$ cat src/rtl/uart_tx_arbiter_if.sv
// Requester and transmitter-FIFO write-side signals shared by uart_tx_arbiter.
// The slave modport is the arbiter; the master modport is the requesters plus the FIFO.
interface uart_tx_arbiter_if #(
  parameter int NUM_REQ = 4
);
  logic [NUM_REQ-1:0]   req_valid;
  logic [8*NUM_REQ-1:0] req_data;
  logic [NUM_REQ-1:0]   req_last;
  logic [NUM_REQ-1:0]   req_ready;
  logic [7:0]           tx_din;
  logic                 tx_wr_en;
  logic                 tx_full;

  modport slave (
    input  req_valid, req_data, req_last, tx_full,
    output req_ready, tx_din, tx_wr_en
  );

  modport master (
    output req_valid, req_data, req_last, tx_full,
    input  req_ready, tx_din, tx_wr_en
  );
endinterface

$ cat src/rtl/uart_tx_arbiter.sv
// Message-granular round-robin arbiter that shares one UART transmitter FIFO
// between NUM_REQ byte-stream requesters; a grant ends on last byte, MAX_MSG or TIMEOUT.
module uart_tx_arbiter #(
  parameter int NUM_REQ = 4,
  parameter int MAX_MSG = 64,
  parameter int TIMEOUT = 1023
) (
  input  logic               clk,
  input  logic               rst_n,
  uart_tx_arbiter_if.slave   bus,
  output logic [NUM_REQ-1:0] grant,
  output logic               busy,
  output logic               timeout_evt,
  output logic               forced_evt
);

  localparam int IW = $clog2(NUM_REQ);

  typedef enum logic {IDLE, XFER} state_t;

  state_t             state_q, state_d;
  logic [NUM_REQ-1:0] grant_q, grant_d;
  logic [IW-1:0]      gidx_q, gidx_d;
  logic [IW-1:0]      rr_ptr_q, rr_ptr_d;
  logic [15:0]        byte_cnt_q, byte_cnt_d;
  logic [15:0]        idle_cnt_q, idle_cnt_d;
  logic               tout_q, tout_d;
  logic               forced_q, forced_d;

  logic [16:0]        byte_inc;
  logic [16:0]        idle_inc;
  logic               win_found;
  logic [IW-1:0]      win_idx;
  logic [IW-1:0]      cand;

  assign byte_inc = {1'b0, byte_cnt_q} + 17'd1;
  assign idle_inc = {1'b0, idle_cnt_q} + 17'd1;

  // First valid requester strictly after rr_ptr, wrapping modulo NUM_REQ.
  always_comb begin
    win_found = 1'b0;
    win_idx   = '0;
    cand      = '0;
    for (int unsigned k = 1; k <= NUM_REQ; k++) begin
      cand = IW'((32'(rr_ptr_q) + k) % NUM_REQ);
      if (!win_found && bus.req_valid[cand]) begin
        win_found = 1'b1;
        win_idx   = cand;
      end
    end
  end

  always_comb begin
    bus.req_ready = '0;
    bus.tx_wr_en  = 1'b0;
    bus.tx_din    = '0;
    if (state_q == XFER) begin
      bus.req_ready = grant_q & {NUM_REQ{!bus.tx_full}};
      bus.tx_wr_en  = bus.req_valid[gidx_q] & !bus.tx_full;
      bus.tx_din    = bus.req_data[{gidx_q, 3'b000} +: 8];
    end
  end

  always_comb begin
    state_d    = state_q;
    grant_d    = grant_q;
    gidx_d     = gidx_q;
    rr_ptr_d   = rr_ptr_q;
    byte_cnt_d = byte_cnt_q;
    idle_cnt_d = idle_cnt_q;
    tout_d     = 1'b0;
    forced_d   = 1'b0;
    unique case (state_q)
      IDLE: begin
        if (win_found) begin
          state_d    = XFER;
          grant_d    = NUM_REQ'(1) << win_idx;
          gidx_d     = win_idx;
          byte_cnt_d = '0;
          idle_cnt_d = '0;
        end
      end
      XFER: begin
        if (bus.tx_wr_en) begin
          byte_cnt_d = byte_inc[15:0];
          idle_cnt_d = '0;
          if (bus.req_last[gidx_q] || byte_inc == 17'(MAX_MSG)) begin
            state_d  = IDLE;
            grant_d  = '0;
            rr_ptr_d = gidx_q;
            forced_d = !bus.req_last[gidx_q];
          end
        end else if (!bus.tx_full) begin
          // Only silence with room in the FIFO counts toward the timeout.
          idle_cnt_d = idle_inc[15:0];
          if (idle_inc == 17'(TIMEOUT)) begin
            state_d  = IDLE;
            grant_d  = '0;
            rr_ptr_d = gidx_q;
            tout_d   = 1'b1;
          end
        end
      end
      default: state_d = IDLE;
    endcase
  end

  always_ff @(posedge clk or negedge rst_n) begin
    if (!rst_n) begin
      state_q    <= IDLE;
      grant_q    <= '0;
      gidx_q     <= '0;
      rr_ptr_q   <= IW'(NUM_REQ - 1);
      byte_cnt_q <= '0;
      idle_cnt_q <= '0;
      tout_q     <= 1'b0;
      forced_q   <= 1'b0;
    end else begin
      state_q    <= state_d;
      grant_q    <= grant_d;
      gidx_q     <= gidx_d;
      rr_ptr_q   <= rr_ptr_d;
      byte_cnt_q <= byte_cnt_d;
      idle_cnt_q <= idle_cnt_d;
      tout_q     <= tout_d;
      forced_q   <= forced_d;
    end
  end

  assign grant       = grant_q;
  assign busy        = (state_q == XFER);
  assign timeout_evt = tout_q;
  assign forced_evt  = forced_q;

endmodule

$ cat src/flat_wrapper.sv
// flat-port wrapper written by rule: the top's interface ports become plain ports
module uart_tx_arbiter_flat 
#(
  parameter int NUM_REQ = 4,
  parameter int MAX_MSG = 64,
  parameter int TIMEOUT = 1023
)
  (clk, rst_n, grant, busy, timeout_evt, forced_evt, bus_req_valid, bus_req_data, bus_req_last, bus_tx_full, bus_req_ready, bus_tx_din, bus_tx_wr_en);
  uart_tx_arbiter_if #(.NUM_REQ(NUM_REQ)) bus_i ();
  input  logic clk;
  input  logic rst_n;
  output logic [NUM_REQ-1:0] grant;
  output logic busy;
  output logic timeout_evt;
  output logic forced_evt;
  input wire logic [$bits(bus_i.req_valid)-1:0] bus_req_valid;
  input wire logic [$bits(bus_i.req_data)-1:0] bus_req_data;
  input wire logic [$bits(bus_i.req_last)-1:0] bus_req_last;
  input wire logic [$bits(bus_i.tx_full)-1:0] bus_tx_full;
  output wire logic [$bits(bus_i.req_ready)-1:0] bus_req_ready;
  output wire logic [$bits(bus_i.tx_din)-1:0] bus_tx_din;
  output wire logic [$bits(bus_i.tx_wr_en)-1:0] bus_tx_wr_en;
  assign bus_i.req_valid = bus_req_valid;
  assign bus_i.req_data = bus_req_data;
  assign bus_i.req_last = bus_req_last;
  assign bus_i.tx_full = bus_tx_full;
  assign bus_req_ready = bus_i.req_ready;
  assign bus_tx_din = bus_i.tx_din;
  assign bus_tx_wr_en = bus_i.tx_wr_en;
  uart_tx_arbiter #(.NUM_REQ(NUM_REQ), .MAX_MSG(MAX_MSG), .TIMEOUT(TIMEOUT)) u_core (.clk(clk), .rst_n(rst_n), .bus(bus_i), .grant(grant), .busy(busy), .timeout_evt(timeout_evt), .forced_evt(forced_evt));
endmodule
$ cat config.mk
export PLATFORM = sky130hd
export DESIGN_NAME = uart_tx_arbiter_flat
export DESIGN_NICKNAME = d
export VERILOG_FILES = /design/src/rtl/uart_tx_arbiter_if.sv /design/src/rtl/uart_tx_arbiter.sv /design/src/flat_wrapper.sv
export SDC_FILE = /design/constraint.sdc
export NUM_CORES = 1
export LEC_CHECK = 0
export ABC_AREA = 1
export CORE_MARGIN = 2
export CORE_UTILIZATION = 45
export CTS_BUF_LIST = sky130_fd_sc_hd__clkbuf_4 sky130_fd_sc_hd__clkbuf_8
export DETAILED_ROUTE_END_ITERATION = 8
export GPL_TIMING_DRIVEN = 1
export HOLD_SLACK_MARGIN = 0.06
export PLACE_DENSITY = 0.7
export SYNTH_ARGS = -nofsm -noshare
export SYNTH_HDL_FRONTEND = slang
export SYNTH_SLANG_ARGS = --single-unit
$ cat constraint.sdc
create_clock -name clk -period 2.22 [get_ports clk]
set_clock_uncertainty 0.15 [all_clocks]
set_input_delay 0.333 -clock clk [delete_from_list [all_inputs] [get_ports clk]]
set_output_delay 0.333 -clock clk [all_outputs]
set_load 0.01 [all_outputs]
==> results of run 1 <==
[registers in the layout, indices dropped and copies added, names as in the netlist]
| register | cells |
|---|---|
| u_core.timeout_evt | 1 |
| u_core.rr_ptr_q | 2 |
| u_core.idle_cnt_q | 16 |
| u_core.grant | 4 |
| u_core.forced_evt | 1 |
| u_core.busy | 1 |
| u_core.byte_cnt_q | 16 |
| u_core.gidx_q | 2 |
[routing by layer]
metal,part of all wire [%],up-vias,GRT usage (%)
li1,-,1935,-
met1,45,1737,32.4
met2,50,76,39.6
met3,3.0,19,3.04
met4,1.9,0,7.46
met5,0,-,0
[final timing paths]
path / startpoint / slack, ns / end
setup / recovery: bus_tx_full / 0.05 / bus_req_ready[2]
hold / removal: u_core.grant[1]$_DFFE_PN0P_ / 0.37 / u_core.grant[1]$_DFFE_PN0P_
setup reg to reg: u_core.idle_cnt_q[1]$_DFFE_PN0P_ / 0.05 / u_core.grant[3]$_DFFE_PN0P_
hold reg to reg: u_core.grant[1]$_DFFE_PN0P_ / 0.37 / u_core.grant[1]$_DFFE_PN0P_
max in group asynchronous: rst_n / 0.96 / u_core.rr_ptr_q[0]$_DFFE_PN1P_
min in group asynchronous: rst_n / 0.38 / u_core.byte_cnt_q[9]$_DFFE_PN0P_
[what timing repair did]
action | 4_1_cts | 5_1_grt
setup buffers | 0 | 14
endpoints found under the setup margin | 9 | 30
pin swaps | 1 | 22
hold buffers | 1 | 0
gates resized for setup | 13 | 54
endpoints found under the hold margin | 21 | 0
[critical path: stages]
cell	delay (ns)
clkdlybuf4s50_1	0.43
inv_1	0.18
nand2_1	0.08
nor2_1	0.09
clkdlybuf4s50_1	0.57
[report_power, final]
group	total, mW	internal [mW]	leakage, nW	switching [mW]
clock network	0.634	0.335	0.0581	0.298
logic	2.51	1.09	1.48	1.42
registers	1.05	0.910	0.576	0.136
[synth_stat cells, drive strengths merged]
cell type and n:
nand3b 2, xor2 2, o21ai 40, buf 6
nand4 20, dfrtp 41, a21oi 10, inv 60
clkbuf 6, dfstp 2, nor3 5, o21a 1
nor2 95, nand2 176, a22o 1, ha 4
o22ai 20, o21bai 1, a32oi 1, nand3 40
[cells by family (layout without fill, tap and decap cells)]
logic type,count (synthesis),in the layout,share of synthesized area (%)
AO/OA/AOI/OAI,74,74,13.6
XOR/XNOR,2,2,0.722
adder cells (fa/ha/maj),4,4,1.44
buffers and inverters,72,176,8.41
flip-flops,43,43,31.1
AND/OR/NAND/NOR,338,338,44.7
[cell type report]
class	instances	area share (%)
multi-input cells	418	46.7
well taps	102	2.67
clock inverters	3	0.916
clock buffers	5	1.44
flip-flops and latches	43	22.6
inverters	60	4.71
repair buffers	108	21.0
[stage by stage]
| stage | TNS, ns | setup slack [ns] | hold WS [ns] | util [%] | total power, mW |
|---|---|---|---|---|---|
| CTS | 0 | 0.0247 | 0.369 | 59.6 | 4.03 |
| global route | -0.334 | -0.0832 | 0.415 | 62.9 | 4.53 |
| floorplan | 0 | 0.278 | -0.113 | - | 2.41 |
| global placement | -2.07 | -0.210 | 0.193 | 58.0 | 3.40 |
| finish | 0 | 0.0524 | 0.373 | 62.9 | 4.19 |
| detailed placement | -3.31 | -0.215 | 0.196 | 58.0 | 3.44 |
==> impl_metrics.py, run 1 <==
metrics = {
    "floorplanning": {
        "die_area_sq_um": 8420,
        "row_count": 32,
        "die_height_um": 91.8,
        "start_util_pct": 45.6,
        "ios": 63,
        "coreArea_sq_um": 7610,
        "dieWidth_um": 91.8,
    },
    "layout": {
        "fin_nets": 683,
        "synthToLayoutAreaGrowth_pct": 38.0,
        "instances_no_fill": 739,
        "seq_area_sq_um": 1080,
        "mostFrequentLayoutCell": "nand2_1",
        "final_cell_area_sq_um": 4780,
        "drive_gt1_share_pct": 23.2,
        "diodes": 0,
        "final_cell_mix": "nand2_1 (146), nor2_1 (70), clkdlybuf4s50_1 (52), inv_1 (51), dfrtp_1 (39)",
        "fill_cells": 709,
        "multiInputGateArea_sq_um": 2230,
    },
    "clocking": {
        "clockRootBuffer": "clkbuf_8",
        "clk_path_buf_depth": 2,
        "cts_made_buffers": 5,
        "cts_tree": "yes",
        "clkSinkCount": 43,
        "h-tree-depth": 2,
        "cts.clk_slew.worst_paths_ns": 0.09,
        "clock_latency_ns": 0.31,
    },
    "yosys": {
        "yosys_warnings": 0,
        "netlist-cell-type-count": 33,
        "synthesis.nets": 580,
        "yosysSeqAreaShare_pct": 31.1,
        "syn_area_sq_um": 3470,
        "synthCells": 533,
        "synth_top_cell_area_share_pct": 29.6,
        "synth_top_area_cell": "dfrtp_1",
        "postSynthAreaPerCell_sq_um": 6.50,
        "ys_ff_latch": 43,
        "synth_area_leaders": "dfrtp_1 (30%), nand2_1 (18%), nor2_1 (8.4%)",
    },
    "global_routing": {
        "grt_pass1_vias": 3481,
        "grt_max_degree": 23,
        "grt_usage_pct": 23.8,
        "grt.overflow.total": 0,
        "antenna_found_initial": 0,
        "grt_first_pass_wirelength_um": 16300,
    },
    "sta": {
        "fin_crit_ns": 2.17,
        "setup_violations": 0,
        "drv_slew": 0,
        "worstMarginPinSlew_ns": 0.529,
        "slew-limit-headroom_pct": 64.7,
        "rsz0062_at_grt": "true",
        "fmax_ghz": 0.461,
        "hold_viol": 0,
        "fin_crit_sh_pct": 97.6,
    },
    "setup_path": {
        "reg2regPathDepth": 14,
        "arrival_ns": 1.68,
        "setup.worst_path.start_class": "input port",
        "cp_data_required_time_ns": 1.74,
        "path_class": "input port to output pin",
        "crit_path_end_kind": "output pin",
        "crit_fanout": 5,
    },
    "route": {
        "first_iter_violations": 192,
        "drt-total-wl_um": 10000,
        "dr.pass1.iters": 4,
        "drc_errors": 0,
        "routedWlPerCell_um": 13.6,
        "vias": 3767,
        "via_per_inst": 5.10,
        "ant_nets": 0,
    },
    "status": {
        "status": "finished, final reports clean",
    },
    "worst_hold_path": {
        "hold_class": "register to register",
        "hold_depth": 2,
    },
    "power": {
        "peakVddDrop_v": 0.000690,
        "p_leak_nw": 2.11,
        "power_density_nw_per_um2": 876,
    },
    "place": {
        "hpwl_um": 7570,
        "gp_congestion": 0.932,
        "placed_cells": 716,
        "port_buffers": 62,
        "placed_area_sq_um": 4410,
    },
    "flow_run": {
        "drv_cap": 0,
    },
}
(Power assumes the default switching activity.)
==> run 2, diff against run 1 <==
Settings changed: CTS_CLUSTER_SIZE from default to 25.
Clock period 2.22 ns to 2 ns, I/O delays scaled along.
==> impl_metrics.py, run 2 (synthesis gave the netlist of run 1 again) <==
metrics = {
    "global_routing": {
        "grt_first_pass_wirelength_um": 17400,
        "grt_max_degree": 28,
        "grt_pass1_vias": 3770,
        "grt.overflow.total": 0,
        "antenna_found_initial": 0,
        "grt_usage_pct": 25.1,
    },
    "setup_path": {
        "crit_family": "simple AND/OR/NAND/NOR gates",
        "rrSetupSlack_ns": -0.17,
        "worst_path_max_delay_cell": "dfrtp_1",
        "cp_data_required_time_ns": 2.09,
        "crit_chain": "buf_6 -> nand2_2 -> nor2_4 -> nand2_1 -> nor2_2 -> xor2_1 -> nor3_2 -> nand2_1 -> nand2_1 -> nand2_2 -> nand2_2 -> nand2_1 -> nand2_1",
        "crit_path_end_kind": "register",
        "crit_fanout": 7,
        "path_class": "register to register",
        "reg2regPathDepth": 13,
        "worst_path_most_repeated_cell": "nand2_1",
        "crit_end": "u_core.rr_ptr_q[1]$_DFFE_PN1P_",
        "reg2reg_to": "u_core.rr_ptr_q[1]$_DFFE_PN1P_",
        "cp_slowest_stage_delay_ns": 0.42,
        "arrival_ns": 2.26,
        "setup.worst_path.start_class": "register",
        "path_buf_inv": 1,
        "r2r_start": "u_core.byte_cnt_q[0]$_DFFE_PN0P_",
        "cp-startpoint": "u_core.byte_cnt_q[0]$_DFFE_PN0P_",
        "crit_cells": 13,
    },
    "floorplanning": {
        "dieWidth_um": 91.8,
        "die_area_sq_um": 8420,
        "start_util_pct": 45.6,
        "ios": 63,
        "row_count": 32,
        "coreArea_sq_um": 7610,
        "die_height_um": 91.8,
    },
    "layout": {
        "seq_area_sq_um": 1080,
        "fin_nets": 723,
        "multiInputGateArea_sq_um": 2540,
        "diodes": 0,
        "synthToLayoutAreaGrowth_pct": 57.3,
        "instances_no_fill": 779,
        "drive_gt1_share_pct": 39.1,
        "mostFrequentLayoutCell": "nand2_1",
        "final_cell_mix": "nand2_1 (121), buf_4 (65), nor2_1 (59), nand2_2 (49)",
        "final_cell_area_sq_um": 5450,
        "fill_cells": 575,
    },
    "route": {
        "first_iter_violations": 218,
        "routedWlPerCell_um": 14.9,
        "via_per_inst": 5.32,
        "vias": 4148,
        "drc_errors": 0,
        "dr.pass1.iters": 5,
        "drt-total-wl_um": 11600,
        "ant_nets": 0,
    },
    "sta": {
        "fin_crit_ns": 2.17,
        "drv_slew": 0,
        "setup_violations": 37,
        "worstMarginPinSlew_ns": 0.456,
        "fin_crit_sh_pct": 109,
        "fmax_ghz": 0.460,
        "slew-limit-headroom_pct": 69.6,
        "fin_ws_ns": -0.173,
        "rsz0062_at_grt": "true",
        "hold_viol": 0,
    },
    "power": {
        "power_mw": 5.51,
        "peakVddDrop_v": 0.00102,
        "p_leak_nw": 2.42,
        "power_density_nw_per_um2": 1010,
    },
    "status": {
        "violations": "setup timing",
        "status": "finished, violations left",
    },
    "clocking": {
        "cts_tree": "yes",
        "clkSinkCount": 43,
        "clockRootBuffer": "clkbuf_8",
        "h-tree-depth": 2,
        "clk_path_buf_depth": 2,
        "cts.clk_slew.worst_paths_ns": 0.08,
        "cts_made_buffers": 5,
        "clock_latency_ns": 0.30,
    },
    "place": {
        "placed_cells": 744,
        "gp_congestion": 0.959,
        "hpwl_um": 7760,
        "placed_area_sq_um": 4620,
        "port_buffers": 62,
    },
    "flow_run": {
        "drv_cap": 0,
    },
    "worst_hold_path": {
        "hold_class": "input port to async pin",
    },
}
run 2: cell count changes in the layout (fill, tap and decap cells not counted), moves of 8 or more:
cell	before	now
nand3_2	4	12
o22ai_1	10	2
nand2_2	26	49
buf_6	5	13
o21ai_2	3	12
nor2_1	70	59
nand3_1	34	25
nand2_1	146	121
o21ai_0	31	15
buf_4	37	65
run 2: worst register-to-register path: stages (launching register included):
cell and delay [ns]:
dfrtp_1 0.42, buf_6 0.14, nand2_2 0.06, nor2_4 0.20, nand2_1 0.14, nor2_2 0.14, xor2_1 0.33, nor3_2 0.06
nand2_1 0.07, nand2_1 0.06, nand2_2 0.13, nand2_2 0.08, nand2_1 0.06, nand2_1 0.06
run 2: where the power goes:
| group | leakage (nW) | switching, mW | total (mW) | internal, mW |
|---|---|---|---|---|
| Sequential | 0.574 | 0.157 | 1.17 | 1.01 |
| Combinational | 1.79 | 1.95 | 3.63 | 1.68 |
| Clock | 0.0593 | 0.310 | 0.712 | 0.401 |
| Total | 2.42 | 2.42 | 5.51 | 3.09 |
run 2: final cells by class:
class	instances	share of cell area, %
Clock buffer	7	1.54
Clock inverter	1	0.551
Inverter	60	4.18
Multi-Input combinational cell	418	46.6
Timing Repair Buffer	148	25.0
Sequential cell	43	19.8
Tap cell	102	2.34
run 2: per-stage QoR:
step | setup TNS [ns] | hold WS, ns | worst slack [ns] | utilization, %
2_1_floorplan | 0 | -0.146 | 0.0582 | -
3_3_place_gp | -9.70 | 0.114 | -0.368 | 60.8
3_5_place_dp | -10.51 | 0.115 | -0.367 | 60.8
4_1_cts | -0.175 | 0.318 | -0.0490 | 65.2
5_1_grt | -6.29 | 0.361 | -0.287 | 71.7
6_report | -2.70 | 0.320 | -0.173 | 71.7
run 2: worst min-delay path by stage:
stage | startpoint | to | cells after the start
2_1_floorplan | rst_n | u_core.busy$_DFF_PN0_ | 0
3_3_place_gp | rst_n | u_core.byte_cnt_q[10]$_DFFE_PN0P_ | 1
3_5_place_dp | rst_n | u_core.byte_cnt_q[10]$_DFFE_PN0P_ | 1
4_1_cts | rst_n | u_core.byte_cnt_q[10]$_DFFE_PN0P_ | 2
5_1_grt | rst_n | u_core.byte_cnt_q[10]$_DFFE_PN0P_ | 2
6_report | rst_n | u_core.byte_cnt_q[10]$_DFFE_PN0P_ | 2
run 2: what timing repair did:
| action | 4_1_cts | 5_1_grt |
|---|---|---|
| endpoints found under the setup margin | 38 | 48 |
| hold buffers | 1 | 0 |
| endpoints found under the hold margin | 16 | 0 |
| setup buffers | 9 | 15 |
| cloned | 0 | 2 |
| resized for setup | 79 | 126 |
| pin swaps | 16 | 59 |
run 2: routing by layer:
metal | vias to the layer above | track usage, % | share of wire, %
li1 | 2023 | - | -
met1 | 1983 | 33.3 | 42
met2 | 123 | 43.4 | 53
met3 | 19 | 2.96 | 3.8
met4 | 0 | 6.97 | 1.7
met5 | - | 0 | 0
==> run 3, diff against run 2 <==
Clock period 2 ns to 2.81 ns, I/O delays scaled along.
==> impl_metrics.py, run 3 (synthesis gave the netlist of run 1 again) <==
metrics = {
    "power": {
        "p_leak_nw": 1.86,
        "power_density_nw_per_um2": 686,
        "peakVddDrop_v": 0.000375,
        "power_mw": 2.95,
    },
    "layout": {
        "drive_gt1_share_pct": 11.9,
        "fill_cells": 753,
        "instances_no_fill": 701,
        "fin_nets": 645,
        "diodes": 0,
        "final_cell_mix": "nand2_1 (163), nor2_1 (78), clkdlybuf4s50_1 (61), inv_1 (54), dfrtp_1 (41)",
        "seq_area_sq_um": 1080,
        "multiInputGateArea_sq_um": 2100,
        "mostFrequentLayoutCell": "nand2_1",
        "synthToLayoutAreaGrowth_pct": 24.3,
    },
    "setup_path": {
        "cp_data_required_time_ns": 2.24,
        "crit_fanout": 3,
        "arrival_ns": 2.06,
        "crit_path_end_kind": "output pin",
        "path_class": "input port to output pin",
        "setup.worst_path.start_class": "input port",
    },
    "clocking": {
        "cts.clk_slew.worst_paths_ns": 0.09,
        "post_cts_resized": 0,
        "clkSinkCount": 43,
        "cts_made_buffers": 5,
        "h-tree-depth": 2,
        "cts_tree": "yes",
        "cts_hold_buf": 0,
        "clock_latency_ns": 0.30,
        "clk_path_buf_depth": 2,
        "clockRootBuffer": "clkbuf_8",
        "cts_setup_buffers": 0,
    },
    "floorplanning": {
        "ios": 63,
        "start_util_pct": 45.6,
        "row_count": 32,
        "die_height_um": 91.8,
        "coreArea_sq_um": 7610,
        "dieWidth_um": 91.8,
        "die_area_sq_um": 8420,
    },
    "global_routing": {
        "grt_pass1_vias": 3516,
        "grt_usage_pct": 23.7,
        "antenna_found_initial": 0,
        "grt_max_degree": 44,
        "grt_first_pass_wirelength_um": 16200,
        "grt.overflow.total": 0,
    },
    "status": {
        "status": "finished, final reports clean",
    },
    "sta": {
        "fin_crit_sh_pct": 93.5,
        "drv_slew": 0,
        "slew-limit-headroom_pct": 34.3,
        "worstMarginPinSlew_ns": 0.985,
        "rsz0062_at_grt": "false",
        "hold_viol": 0,
        "fin_tns_setup_ns": 0,
        "holdWs_ns": 0.107,
        "fin_crit_ns": 2.63,
        "setup_violations": 0,
        "fmax_ghz": 0.381,
    },
    "route": {
        "via_per_inst": 5.10,
        "ant_nets": 0,
        "dr.pass1.iters": 5,
        "routedWlPerCell_um": 13.6,
        "drt-total-wl_um": 9530,
        "drc_errors": 0,
        "first_iter_violations": 137,
        "vias": 3573,
    },
    "worst_hold_path": {
        "hold_class": "input port to async pin",
    },
    "place": {
        "gp_congestion": 0.867,
        "port_buffers": 62,
        "hpwl_um": 7400,
        "placed_cells": 693,
    },
    "flow_run": {
        "drv_cap": 0,
    },
}
run 3: cell count changes in the layout (fill, tap and decap cells not counted), sizes merged:
cell	before	now
buf	91	9
clkdlybuf4s50	47	61
clkbuf	11	7
dlygate4sd2	4	0
bufinv	1	0
clkinvlp	0	1
dlygate4sd3	1	0
dlymetal6s2s	1	0
run 3: cell type report:
class | instances | share of cell area, %
well taps | 102 | 2.96
multi-input cells | 418 | 48.7
inverters | 60 | 5.23
repair buffers | 70 | 15.7
flip-flops and latches | 43 | 25.0
clock buffers | 7 | 2.24
clock inverters | 1 | 0.174
run 3: critical path, cell delays in order:
cell	delay, ns
clkdlybuf4s50_1	0.48
inv_1	0.07
a21oi_1	0.12
o21ai_1	0.07
o21ai_1	0.13
nand2_1	0.13
inv_2	0.09
clkdlybuf4s50_1	0.54
run 3: metrics by stage:
stage | cell area (sq um) | setup slack [ns] | utilization [%]
after floorplan | 3470 | 0.868 | -
after global placement | 4200 | 0.196 | 55.2
after detailed placement | 4200 | 0.194 | 55.2
after CTS | 4310 | 0.166 | 56.6
after global routing | 4310 | 0.0601 | 56.6
final | 4310 | 0.183 | 56.6
run 3: path summary, 6_finish.rpt:
kind	endpoint	slack (ns)	cells after the start	from
setup / recovery	bus_tx_wr_en	0.18	8	bus_req_valid[2]
hold / removal	u_core.byte_cnt_q[10]$_DFFE_PN0P_	0.11	1	rst_n
setup reg to reg	u_core.grant[1]$_DFFE_PN0P_	0.38	14	u_core.byte_cnt_q[0]$_DFFE_PN0P_
hold reg to reg	u_core.grant[1]$_DFFE_PN0P_	0.35	2	u_core.grant[1]$_DFFE_PN0P_
max in group asynchronous	u_core.busy$_DFF_PN0_	1.77	1	rst_n
min in group clk	u_core.grant[1]$_DFFE_PN0P_	0.35	2	u_core.grant[1]$_DFFE_PN0P_
run 3: per-layer routing:
layer	wire, um	up-vias	global-route usage (%)
met5	0	-	0
met4	126	0	5.47
met3	240	14	2.79
met2	4870	58	42.8
met1	4290	1640	30.3
li1	-	1861	-
run 3: where the power goes:
group	switching [mW]	leakage (nW)	total (mW)	internal, mW
clock network	0.226	0.0505	0.450	0.224
registers	0.110	0.579	0.827	0.718
logic	1.01	1.23	1.68	0.669
==> edit 1 (settings of run 1) <==
`NUM_REQ` is set to 4 in 3 places; all go to 8.
--- a/src/rtl/uart_tx_arbiter_if.sv
+++ b/src/rtl/uart_tx_arbiter_if.sv
@@ -1,7 +1,7 @@
 // Requester and transmitter-FIFO write-side signals shared by uart_tx_arbiter.
 // The slave modport is the arbiter; the master modport is the requesters plus the FIFO.
 interface uart_tx_arbiter_if #(
-  parameter int NUM_REQ = 4
+  parameter int NUM_REQ = 8
 );
   logic [NUM_REQ-1:0]   req_valid;
   logic [8*NUM_REQ-1:0] req_data;
--- a/src/rtl/uart_tx_arbiter.sv
+++ b/src/rtl/uart_tx_arbiter.sv
@@ -1,7 +1,7 @@
 // Message-granular round-robin arbiter that shares one UART transmitter FIFO
 // between NUM_REQ byte-stream requesters; a grant ends on last byte, MAX_MSG or TIMEOUT.
 module uart_tx_arbiter #(
-  parameter int NUM_REQ = 4,
+  parameter int NUM_REQ = 8,
   parameter int MAX_MSG = 64,
   parameter int TIMEOUT = 1023
 ) (
--- a/src/flat_wrapper.sv
+++ b/src/flat_wrapper.sv
@@ -1,7 +1,7 @@
 // flat-port wrapper written by rule: the top's interface ports become plain ports
 module uart_tx_arbiter_flat 
 #(
-  parameter int NUM_REQ = 4,
+  parameter int NUM_REQ = 8,
   parameter int MAX_MSG = 64,
   parameter int TIMEOUT = 1023
 )
Interface: changed (5 resized); port bits go from 63 to 111. The function was not compared with the original's and may differ.
==> edit 1 against run 1 <==
The flow now finishes with violations (DRC, setup timing); setup slack worse by 0.44 ns; sequential cell count grew 6; area after synthesis grew 22%; routed wire length is 54% higher; count of clock-buffer cells in the layout is the same; final cell count rose by 34%; design area increased by 47%; largest cell class unchanged.
Power is not compared: it rests on default switching activity, and its combinational part moved more than twofold at a synthesized area within 25%.
==> edit 1: results (changes against run 1) <==
Synthesis
  • Portion of the post-synthesis area used by sequential elements: 0.290 (was 0.311)
  • Distinct cell type count of the synthesized netlist: 36 (was 33)
  • Count of mapped cells out of synthesis: 677 (was 533)

Run status
  • Run status: complete, but fails checks (was completed)
  • Failing checks: DRC, setup timing

Global routing
  • Met2 track demand over resource: 0.510 (was 0.396)
  • Wire length of the first global-routing pass: 23900 microns (was 16300 microns)
  • Overall track demand over capacity in global routing: 0.288 (was 0.238)

STA
  • Total negative slack: -14.58 ns (was 0 ns)
  • Post-route setup slack: -0.391 ns (was 0.0524 ns)
  • Number of setup violations in the final report: 48 (was 0)
  • WHS: 0.316 ns (was 0.373 ns)

Layout
  • Number of filler instances in the final layout: 707 (was 709)
  • Layout Nets: 966 (was 683)
  • Finished Layout Cells: 989 (was 739)

Hold path
  • Hold crit path type: in2async (was reg2reg)

Route
  • Remaining design rule violation count: 1 (was 0)
  • M1 WL: 5900 microns (was 4540 microns)
  • Vias/cell: 5.52 (was 5.10)
  • WL met2: 8000 microns (was 4980 microns)
  • Router iterations before antenna repair: 6 (was 4)
  • Average wire per standard cell: 15.6 microns (was 13.6 microns)
  • WL met3: 988 microns (was 301 microns)

Setup path
  • Critical Setup Path Class: reg2reg (was in2out)
  • Cell family contributing the most delay on the critical path: simple AND/OR/NAND/NOR gates (was buffers and inverters)
  • Terminus of the critical flop-to-flop path: u_core.byte_cnt_q[2] (was u_core.grant[3])

Placement
  • Cell area after placement: 6130 sq um (was 4410 sq um)
  • Minimum setup slack after placement: -0.399 ns (was -0.215 ns)
  • Cell count after placement: 958 (was 716)
edit 1: cell families after synthesis:
family,after synthesis,synth area share
simple gates,387,0.402
fa+ha+maj,6,0.0177
buf+inv,107,0.101
flops,49,0.290
mux,1,0.00236
compound gates,114,0.161
xor+xnor,13,0.0268
edit 1: repair_timing:
action                                  in CTS  in global routing
buffers inserted                            11                 10
cloned                                       1                  3
hold endpoints to repair                    15                  0
hold buffers                                 1                  0
resized for setup                          152                112
pin swaps                                   28                 41
endpoints found under the setup margin      64                 58
edit 1: power breakdown:
| group | switching (mW) | total (mW) | internal [mW] |
|---|---|---|---|
| Combinational | 4.21 | 7.42 | 3.21 |
| Sequential | 0.206 | 1.30 | 1.09 |
| Clock | 0.349 | 0.574 | 0.225 |
edit 1: final cells by class:
cell class,instances,area [sq um],area share
timing repair buffer,216,2040,0.290
inverter,84,354,0.0504
clock inverter,3,21.3,0.00303
tap,111,139,0.0198
clock buffer,5,68.8,0.00980
sequential,49,1230,0.176
multi-input combinational,521,3170,0.451
==> edit 2 (flow settings as in run 1) <==
Made on the original files. Make the reset (`rst_n`) synchronous in one clocked block.
--- a/src/rtl/uart_tx_arbiter.sv
+++ b/src/rtl/uart_tx_arbiter.sv
@@ -105,7 +105,7 @@
     endcase
   end
 
-  always_ff @(posedge clk or negedge rst_n) begin
+  always_ff @(posedge clk) begin
     if (!rst_n) begin
       state_q    <= IDLE;
       grant_q    <= '0;
Function: differs if rst_n is asserted again (counterexample within 4 cycles, from zero or initial values and one cycle with rst_n low); with rst_n held inactive, the same outputs for 10 cycles.
==> edit 2 against run 1 <==
Setup slack got worse by 0.017 ns; area after synthesis decreased by 6.0%; register-to-register slack improved by 0.06 ns; design area decreased by 4.6%; core utilization increased by 1.0 points; sequential cell count unchanged; critical endpoint is now bus_tx_wr_en; largest cell class unchanged; global-route usage decreased by 0.83 points; routed wire length decreased by 11%.
Power is not compared: it rests on default switching activity, and its combinational part moved more than twofold at a synthesized area within 25%.
==> edit 2: results (changes against run 1) <==
Run status
  • Run status: completed (unchanged)

Route
  • Overall via count from detail_route: 3668 (was 3767)
  • Routed Antenna Nets: 0 (unchanged)
  • DRC marker count from the first detailed-route iteration: 157 (was 192)
  • Final routed wirelength across all metal layers: 8890 microns (was 10000 microns)
  • Router iterations before antenna repair: 5 (was 4)
  • Remaining design rule violation count: 0 (unchanged)

Global routing
  • Antenna violations before repair: 0 (unchanged)
  • Via count of the first global-routing pass: 3351 (was 3481)
  • Wire length of the first global-routing pass: 14700 microns (was 16300 microns)
  • Maximum number of pins on one net before global-route repair: 23 (unchanged)
  • Overall track demand over capacity in global routing: 0.230 (was 0.238)

Clock tree
  • H-tree levels: 2 (unchanged)
  • Clock Path Buffers: 2 (unchanged)
  • Clock-pin slew on the worst setup and hold paths: 0.08 ns
  • CTS Buf Count: 5 (unchanged)
  • Clock root cell: sky130_fd_sc_hd__clkbuf_8 (unchanged)
  • Clk Latency, worst-skew pair: 0.30 ns

Setup path
  • Cell family contributing the most delay on the critical path: buffers and inverters (unchanged)
  • CP arrival: 1.70 ns (was 1.68 ns)
  • Worst path slowest cell: sky130_fd_sc_hd__clkdlybuf4s50_1 (unchanged)
  • Delay of the slowest cell on the worst path: 0.48 ns (was 0.57 ns)
  • Crit-path max FO: 5 (unchanged)

Synthesis
  • Yosys synthesis warning count: 0 (unchanged)
  • Cells taking the most area after synthesis: sky130_fd_sc_hd__dfxtp_1 26%, sky130_fd_sc_hd__nand2_1 18%, sky130_fd_sc_hd__nor2_1 10% (was sky130_fd_sc_hd__dfrtp_1 30%, sky130_fd_sc_hd__nand2_1 18%, sky130_fd_sc_hd__nor2_1 8.4%)
  • Top cell type's share of synthesized area: 0.264 (was 0.296)
  • Fraction of registers with async set/reset: 0 (was 1.00)
  • Synth top cells by count: 152 x sky130_fd_sc_hd__nand2_1, 90 x sky130_fd_sc_hd__nor2_1, 57 x sky130_fd_sc_hd__inv_1 (was 163 x sky130_fd_sc_hd__nand2_1, 78 x sky130_fd_sc_hd__nor2_1, 54 x sky130_fd_sc_hd__inv_1)
  • Portion of the post-synthesis area used by sequential elements: 0.264 (was 0.311)
  • Syn nets: 588 (was 580)
  • Distinct cell type count of the synthesized netlist: 39 (was 33)

STA
  • Max transition margin: 0.761 (was 0.647)

Power
  • Reported leakage power: 1.90 nW
  • Design internal power: 1.51 mW
  • Worst vdd ir: 0.000373 V

Layout
  • Fraction of layout cells with a size suffix above 1: 0.238 (was 0.232)
  • Diode insertion count for antenna repair: 0 (unchanged)
  • Layout Nets: 684 (was 683)

Placement
  • Routability congestion estimate from global placement: 0.905 (was 0.932)
  • Count of buffers from port buffering: 62 (unchanged)
  • HPWL after detailed placement: 6760 microns (was 7570 microns)

Hold path
  • Hold crit path type: reg2reg (unchanged)
[edit 2: layout make-up]
| class | count | area, sq um |
|---|---|---|
| Clock inverter | 2 | 60.1 |
| Tap cell | 99 | 124 |
| Inverter | 64 | 245 |
| Multi-Input combinational cell | 417 | 2190 |
| Fill cell | 683 | 2570 |
| Timing Repair Buffer | 106 | 980 |
| Sequential cell | 43 | 882 |
| Clock buffer | 6 | 76.3 |
[edit 2: what timing repair did]
item	4_1_cts	5_1_grt
endpoints found under the hold margin	0	0
buffers inserted	4	2
gates cloned	1	0
setup endpoints to repair	20	42
resized for setup	19	51
pin swaps	1	7
[edit 2: final timing paths]
check	startpoint	end	slack, ns	depth (start not counted)
worst max-delay path	bus_req_valid[1]	bus_tx_wr_en	0.03	7
worst min-delay path	u_core.idle_cnt_q[15]	u_core.idle_cnt_q[15]	0.32	2
worst max register to register	u_core.byte_cnt_q[0]	u_core.grant[2]	0.11	12
worst min register to register	u_core.idle_cnt_q[15]	u_core.idle_cnt_q[15]	0.32	2
[edit 2: kinds of logic (layout without fill, tap and decap cells)]
family / count (synthesis) / count (layout) / synth area share
buffers and inverters: 81 / 178 / 0.106
adders and majority gates: 4 / 4 / 0.0154
and+or+nand+nor: 321 / 321 / 0.435
AOI/OAI and AO/OA: 82 / 82 / 0.149
xor gates and xnor gates: 10 / 10 / 0.0292
DFF: 43 / 43 / 0.264
[edit 2: routing by layer]
metal,up-vias,wire [microns],track usage
li1,1899,-,-
met1,1679,4090,0.294
met2,77,4390,0.397
met3,13,325,0.0379
met4,0,91,0.0665
met5,-,0,0
[edit 2: power by group through the flow]
stage | sequential (mW) | clock [mW] | combinational [mW]
after global routing | 0.811 | 0.777 | 0.592
final | 0.808 | 0.730 | 0.535
after floorplan | 0.825 | 0 | 0.283
after detailed placement | 0.822 | 0 | 0.539
after CTS | 0.806 | 0.752 | 0.531
after global placement | 0.821 | 0 | 0.530
[edit 2: tightest hold or removal path, cell delays in order, from the launching register on]
cell and delay [ns]:
sky130_fd_sc_hd__dfxtp_1 0.32, sky130_fd_sc_hd__nand2_1 0.06, sky130_fd_sc_hd__a21oi_1 0.05
[edit 2: stage by stage]
stage | area (sq um) | setup TNS (ns) | util | cells | setup WS [ns]
5_1_grt | 4560 | -0.370 | 0.639 | 737 | -0.0758
6_report | 4560 | 0 | 0.639 | 737 | 0.0350
3_3_place_gp | 4220 | -5.46 | 0.591 | 722 | -0.206
3_5_place_dp | 4220 | -7.04 | 0.591 | 722 | -0.232
4_1_cts | 4390 | 0 | 0.615 | 735 | 0.0000382
2_1_floorplan | 3260 | 0 | - | 541 | 0.186
